<file path="src/rtl/apb_requester.sv">
// APB4 requester: turns single valid/ready commands into one SETUP/ACCESS transfer
// each, and returns read data and error status on a backpressured response port.
module apb_requester #(
  parameter int ADDR_WIDTH     = 16,
  parameter int DATA_WIDTH     = 32,
  parameter int TIMEOUT_CYCLES = 255
) (
  input  logic                    sys_clk,
  input  logic                    rst,
  input  logic                    cmd_valid,
  output logic                    cmd_ready,
  input  logic [ADDR_WIDTH-1:0]   cmd_addr,
  input  logic                    cmd_write,
  input  logic [DATA_WIDTH-1:0]   cmd_wdata,
  input  logic [DATA_WIDTH/8-1:0] cmd_strb,
  output logic                    rsp_valid,
  input  logic                    rsp_ready,
  output logic [DATA_WIDTH-1:0]   rsp_rdata,
  output logic                    rsp_err,
  output logic                    rsp_timeout,
  output logic [ADDR_WIDTH-1:0]   paddr,
  output logic                    pwrite,
  output logic                    psel,
  output logic                    penable,
  output logic [DATA_WIDTH/8-1:0] pstrb,
  output logic [DATA_WIDTH-1:0]   pwdata,
  input  logic [DATA_WIDTH-1:0]   prdata,
  input  logic                    pready,
  input  logic                    pslverr
);

  localparam int STRB_WIDTH = DATA_WIDTH / 8;
  localparam int CNT_WIDTH  = (TIMEOUT_CYCLES > 1) ? $clog2(TIMEOUT_CYCLES + 1) : 1;
  localparam logic [CNT_WIDTH-1:0] TIMEOUT_LIMIT = CNT_WIDTH'(TIMEOUT_CYCLES);
  localparam bit TIMEOUT_ENABLED = (TIMEOUT_CYCLES != 0);

  typedef enum logic [1:0] {IDLE, SETUP, ACCESS, RESP} state_t;

  state_t               state;
  logic [CNT_WIDTH-1:0] wait_cnt;

  // The APB outputs double as the captured command, so nothing else needs storing.
  always_ff @(posedge sys_clk) begin
    if (rst) begin
      state       <= IDLE;
      wait_cnt    <= '0;
      cmd_ready   <= 1'b1;
      rsp_valid   <= 1'b0;
      rsp_rdata   <= '0;
      rsp_err     <= 1'b0;
      rsp_timeout <= 1'b0;
      paddr       <= '0;
      pwrite      <= 1'b0;
      psel        <= 1'b0;
      penable     <= 1'b0;
      pstrb       <= '0;
      pwdata      <= '0;
    end else begin
      case (state)
        IDLE: begin
          if (cmd_valid) begin
            state     <= SETUP;
            cmd_ready <= 1'b0;
            wait_cnt  <= '0;
            psel      <= 1'b1;
            penable   <= 1'b0;
            paddr     <= cmd_addr;
            pwrite    <= cmd_write;
            pwdata    <= cmd_write ? cmd_wdata : '0;
            pstrb     <= cmd_write ? cmd_strb : {STRB_WIDTH{1'b0}};
          end
        end
        SETUP: begin
          state   <= ACCESS;
          penable <= 1'b1;
        end
        ACCESS: begin
          // A responder that answers on the limit edge still completes normally.
          if (pready) begin
            state       <= RESP;
            psel        <= 1'b0;
            penable     <= 1'b0;
            rsp_valid   <= 1'b1;
            rsp_rdata   <= pwrite ? '0 : prdata;
            rsp_err     <= pslverr;
            rsp_timeout <= 1'b0;
          end else if (TIMEOUT_ENABLED && (wait_cnt == TIMEOUT_LIMIT)) begin
            state       <= RESP;
            psel        <= 1'b0;
            penable     <= 1'b0;
            rsp_valid   <= 1'b1;
            rsp_rdata   <= '0;
            rsp_err     <= 1'b1;
            rsp_timeout <= 1'b1;
          end else begin
            wait_cnt <= wait_cnt + CNT_WIDTH'(1);
          end
        end
        RESP: begin
          if (rsp_ready) begin
            state     <= IDLE;
            rsp_valid <= 1'b0;
            cmd_ready <= 1'b1;
          end
        end
        default: begin
          state     <= IDLE;
          cmd_ready <= 1'b1;
          psel      <= 1'b0;
          penable   <= 1'b0;
          rsp_valid <= 1'b0;
        end
      endcase
    end
  end

endmodule

</file>
<file path="config.mk">
export PLATFORM = sky130hd
export DESIGN_NAME = apb_requester
export DESIGN_NICKNAME = d
export VERILOG_FILES = /design/src/rtl/apb_requester.sv
export SDC_FILE = /design/constraint.sdc
export NUM_CORES = 1
export LEC_CHECK = 0
export ABC_AREA = 1
export CELL_PAD_IN_SITES_DETAIL_PLACEMENT = 1
export CELL_PAD_IN_SITES_GLOBAL_PLACEMENT = 2
export CORE_MARGIN = 1.5
export CORE_UTILIZATION = 23
export DETAILED_ROUTE_END_ITERATION = 6
export GPL_TIMING_DRIVEN = 0
export HOLD_SLACK_MARGIN = 0.05
export PLACE_DENSITY_LB_ADDON = 0.1
export REMOVE_ABC_BUFFERS = 1
export SKIP_LAST_GASP = 1
export SYNTH_ARGS = -nofsm -noshare
export SYNTH_HDL_FRONTEND = slang
export SYNTH_SLANG_ARGS = --single-unit
</file>
<file path="constraint.sdc">
create_clock -name sys_clk -period 2.4 [get_ports sys_clk]
set_input_delay 0.24 -clock sys_clk [delete_from_list [all_inputs] [get_ports sys_clk]]
set_output_delay 0.24 -clock sys_clk [all_outputs]
set_load 0.1 [all_outputs]
</file>
After elaboration in Yosys (flattened, before gate mapping)
Index checks and enable logic that the tools add are counted.
- add/subtract/negate cells: 1
- reduce and logical (&&, ||, !) cells: 14
- eq/ne operators: 9
- multiplexer cells: 28
- operator list (kind ; count):
    two-way mux 32 bit ; 4
    two-way mux 8 bit ; 3
    case mux 8 bit (2 select lines) ; 1
    AND reduction 3 bit ; 5
    two-way mux 1 bit ; 10
    adder 8 x 1 -> 8 bit, second input constant ; 1
    equality test 8 bit, second input constant ; 1
    two-way mux 2 bit ; 4
    != test 2 bit, second input constant ; 4
    case mux 2 bit (4 select lines) ; 1
    nonzero test 2 bit ; 4
    case mux 1 bit (2 select lines) ; 3
    equality test 2 bit, second input constant ; 2
    two-way mux 4 bit ; 1
    AND reduction 2 bit ; 2
    AND reduction 4 bit ; 1
    != test 3 bit, second input constant ; 1
    case mux 1 bit (3 select lines) ; 1
    nonzero test 3 bit ; 1
    equality test 2 x 1 -> 1 bit, second input constant ; 1
    logical NOT 2 bit ; 1
- output and inout bits: 91
- input bits: 91
- bits in registers: 101
- word-level logic and storage cells: 65

Depth between registers and ports, before layout
- depth after elaboration: 4
- mapped depth: 10
- depth with buffers taken out: 9

Worst setup path after synthesis
Ideal clock, no wire load.
- kind: reg-to-reg
- from: reg pwrite
- to: reg rsp_rdata[15]
- arrival time: 1.401 ns
- clock period less this slack: 1.533 ns
- stages on the path, launching flop included: 5
- library setup time: 0.132 ns
- path buffers: 1
- data required time: 2.268 ns
- setup slack: 0.867 ns
- path through: dfxtp_1 nor2_2 buf_2 nand2_1 a21oi_1
- cells in the longest elaborated chain, start to end: 2
- RTL lines (what ; line ; text):
    start, declared ; 22 ; output logic pwrite,
    start signal, assigned ; 68 ; pwrite <= cmd_write;
    two-way mux 32 bit ; 84 ; rsp_rdata <= pwrite ? '0 : prdata;
    two-way mux 32 bit ; 79 ; if (pready) begin
    end signal, assigned ; 84 ;
    end, declared ; 18 ; output logic [DATA_WIDTH-1:0] rsp_rdata,
No other way between the ends.
A chain may end at the register's enable or synchronous reset.

Worst setup path in the final report
- from: reg pwrite
- to: out pwrite
No word-level cell between the ends.

==> summary.log <==
[worst_setup_path] slowest cell delay on critical path 1.21 ns
[routing] router iterations before antenna repair 6
[floorplan] number of I/O pins 182
[sta] Setup TNS Final 0 ns
[logic_synthesis] number of instances in the synthesized netlist 512
[finish] Final Net Count 773
[sta] f_max 0.423 GHz
[logic_synthesis] number of unique standard cell types used by synthesis 22
[clocking] clock buffer count from CTS 9
[clocking] clock sink total 101
[power] Max IR drop VDD 347 uV
[floorplan] Placeable Area 16,500 um^2
[routing] DRC violation total after the first TritonRoute iteration 83
[sta] min cycle time layout 2.36 ns
[finish] sequential cell area 2020 um^2
[routing] count of antenna-violating nets left after detailed routing 0
[clocking] Clk Latency, worst-skew pair 0.35 ns
[placement] final HPWL from detailed placement 8.86 mm
[flow_run] count of maximum capacitance violations 0
[logic_synthesis] synth cell count leaders sky130_fd_sc_hd__nand2_1, sky130_fd_sc_hd__dfxtp_1, sky130_fd_sc_hd__a21oi_1
[sta] setup skew after layout 0.00794 ns
[logic_synthesis] number of enable-type register cells in the synthesized netlist 0
[finish] multi-input logic area 1620 um^2
[power] Comb pwr share 0.342
[clocking] clock edge transition at the registers on the reported setup and hold paths 0.07 ns
[grt] wire length of the first global-routing pass 20.8 mm
[sta] pin slew with the least headroom to its limit 1.04 ns
[clocking] number of H-tree levels 3
[floorplan] x dimension of the die 132 um
[worst_setup_path] arrival time at the worst endpoint 2.12 ns
[placement] number of I/O port buffers 181
[power] part of the total power dissipated in sequential elements 0.363
[floorplan] vertical extent of the die 132 um
[floorplan] cell row count 47
[worst_setup_path] Critical Path End Type output port
[sta] Final Slew Violations 0
[logic_synthesis] number of warning messages in the yosys log 0
[routing] Vias/cell 4.35
[finish] fraction of layout instances using a drive strength above 1 0.0484
[worst_setup_path] Buf+Inv Stages, Crit Path 1
[worst_setup_path] WS Path Type reg -> out
[clocking] clock tree from TritonCTS done
[power] leakage component of the power 0.00222 uW
[routing] total wire length 13.3 mm
[logic_synthesis] flops & latches, synth 101
[power] Clk network pwr share 0.295
[logic_synthesis] most instantiated flip-flop cell in the synthesis netlist sky130_fd_sc_hd__dfxtp_1
[logic_synthesis] share of the yosys chip area belonging to registers 0.527
[grt] combined global-route utilization of all metal layers 0.150
[power] Total Power 5190 uW
[worst_setup_path] list of cells traversed by the critical path clkdlybuf4s50_1
[logic_synthesis] leading area contributor after synthesis sky130_fd_sc_hd__dfxtp_1
[grt] total congestion overflow 0
[power] switching fraction of total power 0.395
[finish] number of diodes 0
[worst_setup_path] CP Launch Type flop
[logic_synthesis] synthesized area per cell 7.50 um^2
[sta] setup repair after global routing missed its margin true
[logic_synthesis] most numerous cell in the Yosys netlist sky130_fd_sc_hd__nand2_1
[worst_setup_path] maximum fanout along the worst path 4
[sta] Slew HR 0.302
[logic_synthesis] share of synthesized flip-flops with an asynchronous set or reset 0
[grt] number of global-route vias before repair 4,004
[sta] Final period util 0.985
[clocking] number of buffers on the longest clock path 2
[power] power per unit of standard cell area 843 nW/um^2
[floorplan] Die ar. 17,500 um^2
[run_status] run status finished clean
[finish] area growth from synthesis to final layout 60.3%
[logic_synthesis] ranking of synthesized cells by area sky130_fd_sc_hd__dfxtp_1, sky130_fd_sc_hd__nand2_1, sky130_fd_sc_hd__a21oi_1
[worst_setup_path] slowest stage cell on the critical path sky130_fd_sc_hd__clkdlybuf4s50_1
[grt] antenna violations before repair 0
[power] power spent charging and discharging nets 2050 uW
[clocking] clock tree root driver cell sky130_fd_sc_hd__clkbuf_16
[hold_path] min-delay worst type in -> reg
[finish] FILL cells 1,983
[grt] largest net degree at the start of global routing 78
[routing] average wire per cell in the routed design 14.8 um
[worst_setup_path] largest delay contributor family on the critical path buffers and inverters
[floorplan] initial standard-cell utilization of the core 0.233
[routing] DRC violations left 0
[sta] count of endpoints failing hold in the final timing report 0
[logic_synthesis] Synth Cell Area 3840 um^2
[sta] final setup violating endpoints 0
[power] Internal Power 3140 uW
[logic_synthesis] Yosys top cell area share 0.527
[placement] gp weighted congestion 0.734
[worst_setup_path] Req. time, crit path 2.16 ns
[routing] total via count in the routed design 3,922
## sequential cells by signal, summed over array words and instances, names as in the netlist
register     cells
rsp_err          1
rsp_valid        1
pstrb            4
cmd_ready        1
state            2
rsp_rdata       32
pwdata          32
wait_cnt         8
psel             1
rsp_timeout      1
pwrite           1
paddr           16
penable          1
## final cells by class
type,count,area share
Tap cell,220,0.0447
Multi-Input combinational cell,358,0.263
Clock inverter,5,0.00935
Inverter,25,0.0165
Clock buffer,11,0.0411
Timing Repair Buffer,182,0.297
Sequential cell,101,0.328
## cell usage in the layout, fill, tap and decap left out
cell type	n
sky130_fd_sc_hd__clkdlybuf4s50_1	180
sky130_fd_sc_hd__nand3_2	2
sky130_fd_sc_hd__nand2_1	179
sky130_fd_sc_hd__clkinv_2	2
sky130_fd_sc_hd__inv_6	1
sky130_fd_sc_hd__clkinv_4	2
sky130_fd_sc_hd__buf_12	1
sky130_fd_sc_hd__o21ai_4	1
sky130_fd_sc_hd__nand3_1	14
sky130_fd_sc_hd__ha_1	5
sky130_fd_sc_hd__a31oi_1	1
sky130_fd_sc_hd__inv_4	1
sky130_fd_sc_hd__inv_1	23
sky130_fd_sc_hd__clkbuf_8	2
sky130_fd_sc_hd__nor2_2	1
sky130_fd_sc_hd__nor2_1	47
sky130_fd_sc_hd__nand2_8	1
sky130_fd_sc_hd__dfxtp_1	101
sky130_fd_sc_hd__clkbuf_16	9
sky130_fd_sc_hd__bufinv_16	1
sky130_fd_sc_hd__o211ai_1	1
sky130_fd_sc_hd__nand4_1	4
sky130_fd_sc_hd__buf_4	1
sky130_fd_sc_hd__a21oi_1	76
sky130_fd_sc_hd__o21ai_0	18
sky130_fd_sc_hd__nand2_2	5
sky130_fd_sc_hd__nor2_4	3
## metal layers
| metal | routed length [um] | share of wire | up-vias | track usage |
|---|---|---|---|---|
| met2 | 6420 | 0.48 | 101 | 0.253 |
| met3 | 1150 | 0.086 | 14 | 0.0650 |
| met4 | 210 | 0.016 | 0 | 0.0586 |
| li1 | - | - | 1955 | - |
| met1 | 5550 | 0.42 | 1852 | 0.167 |
| met5 | 0 | 0 | - | 0 |
## metrics by stage
| step | util | hold WS, ns | area (um^2) | instances | setup WS, ns |
|---|---|---|---|---|---|
| after floorplan | - | 0.309 | 3700 | 483 | 0.178 |
| after global placement | 0.351 | 0.447 | 5790 | 884 | -2.39 |
| after detailed placement | 0.351 | 0.457 | 5780 | 884 | -0.896 |
| after CTS | 0.371 | 0.428 | 6120 | 900 | 0.00762 |
| after global routing | 0.374 | 0.441 | 6160 | 902 | -0.0135 |
| final | 0.374 | 0.448 | 6160 | 902 | 0.0354 |
## power groups by stage
stage	Combinational [uW]	Sequential, uW	Clock [uW]
after floorplan	358	2770	0
after global placement	1750	1910	0
after detailed placement	1760	1920	0
after CTS	1780	1880	1600
after global routing	1880	1900	1660
final	1780	1880	1530
## what timing repair did
| action | 4_1_cts | 5_1_grt |
|---|---|---|
| pin swaps | 0 | 1 |
| buffers inserted | 0 | 1 |
| setup endpoints to repair | 97 | 73 |
| gates cloned | 0 | 1 |
| gates resized for setup | 4 | 3 |
| hold buffers | 0 | 0 |
| endpoints found under the hold margin | 0 | 0 |
## kinds of logic after synthesis
family | Yosys count | synth area share
fa+ha+maj | 5 | 0.0163
compound gates | 97 | 0.128
flops | 101 | 0.527
simple gates | 255 | 0.267
buf+inv | 54 | 0.0619
## worst paths after layout
check | startpoint | endpoint | slack (ns) | cells after the start
setup / recovery | pwrite$_SDFFE_PP0P_ | pwrite | 0.04 | 1
hold / removal | prdata[21] | rsp_rdata[21]$_SDFFE_PP0P_ | 0.45 | 3
setup reg to reg | state[0]$_SDFFE_PP0P_ | rsp_rdata[3]$_SDFFE_PP0P_ | 0.20 | 6
hold reg to reg | rsp_rdata[31]$_SDFFE_PP0P_ | rsp_rdata[31]$_SDFFE_PP0P_ | 0.46 | 2
No activity file was read; power rests on OpenSTA's default activity.
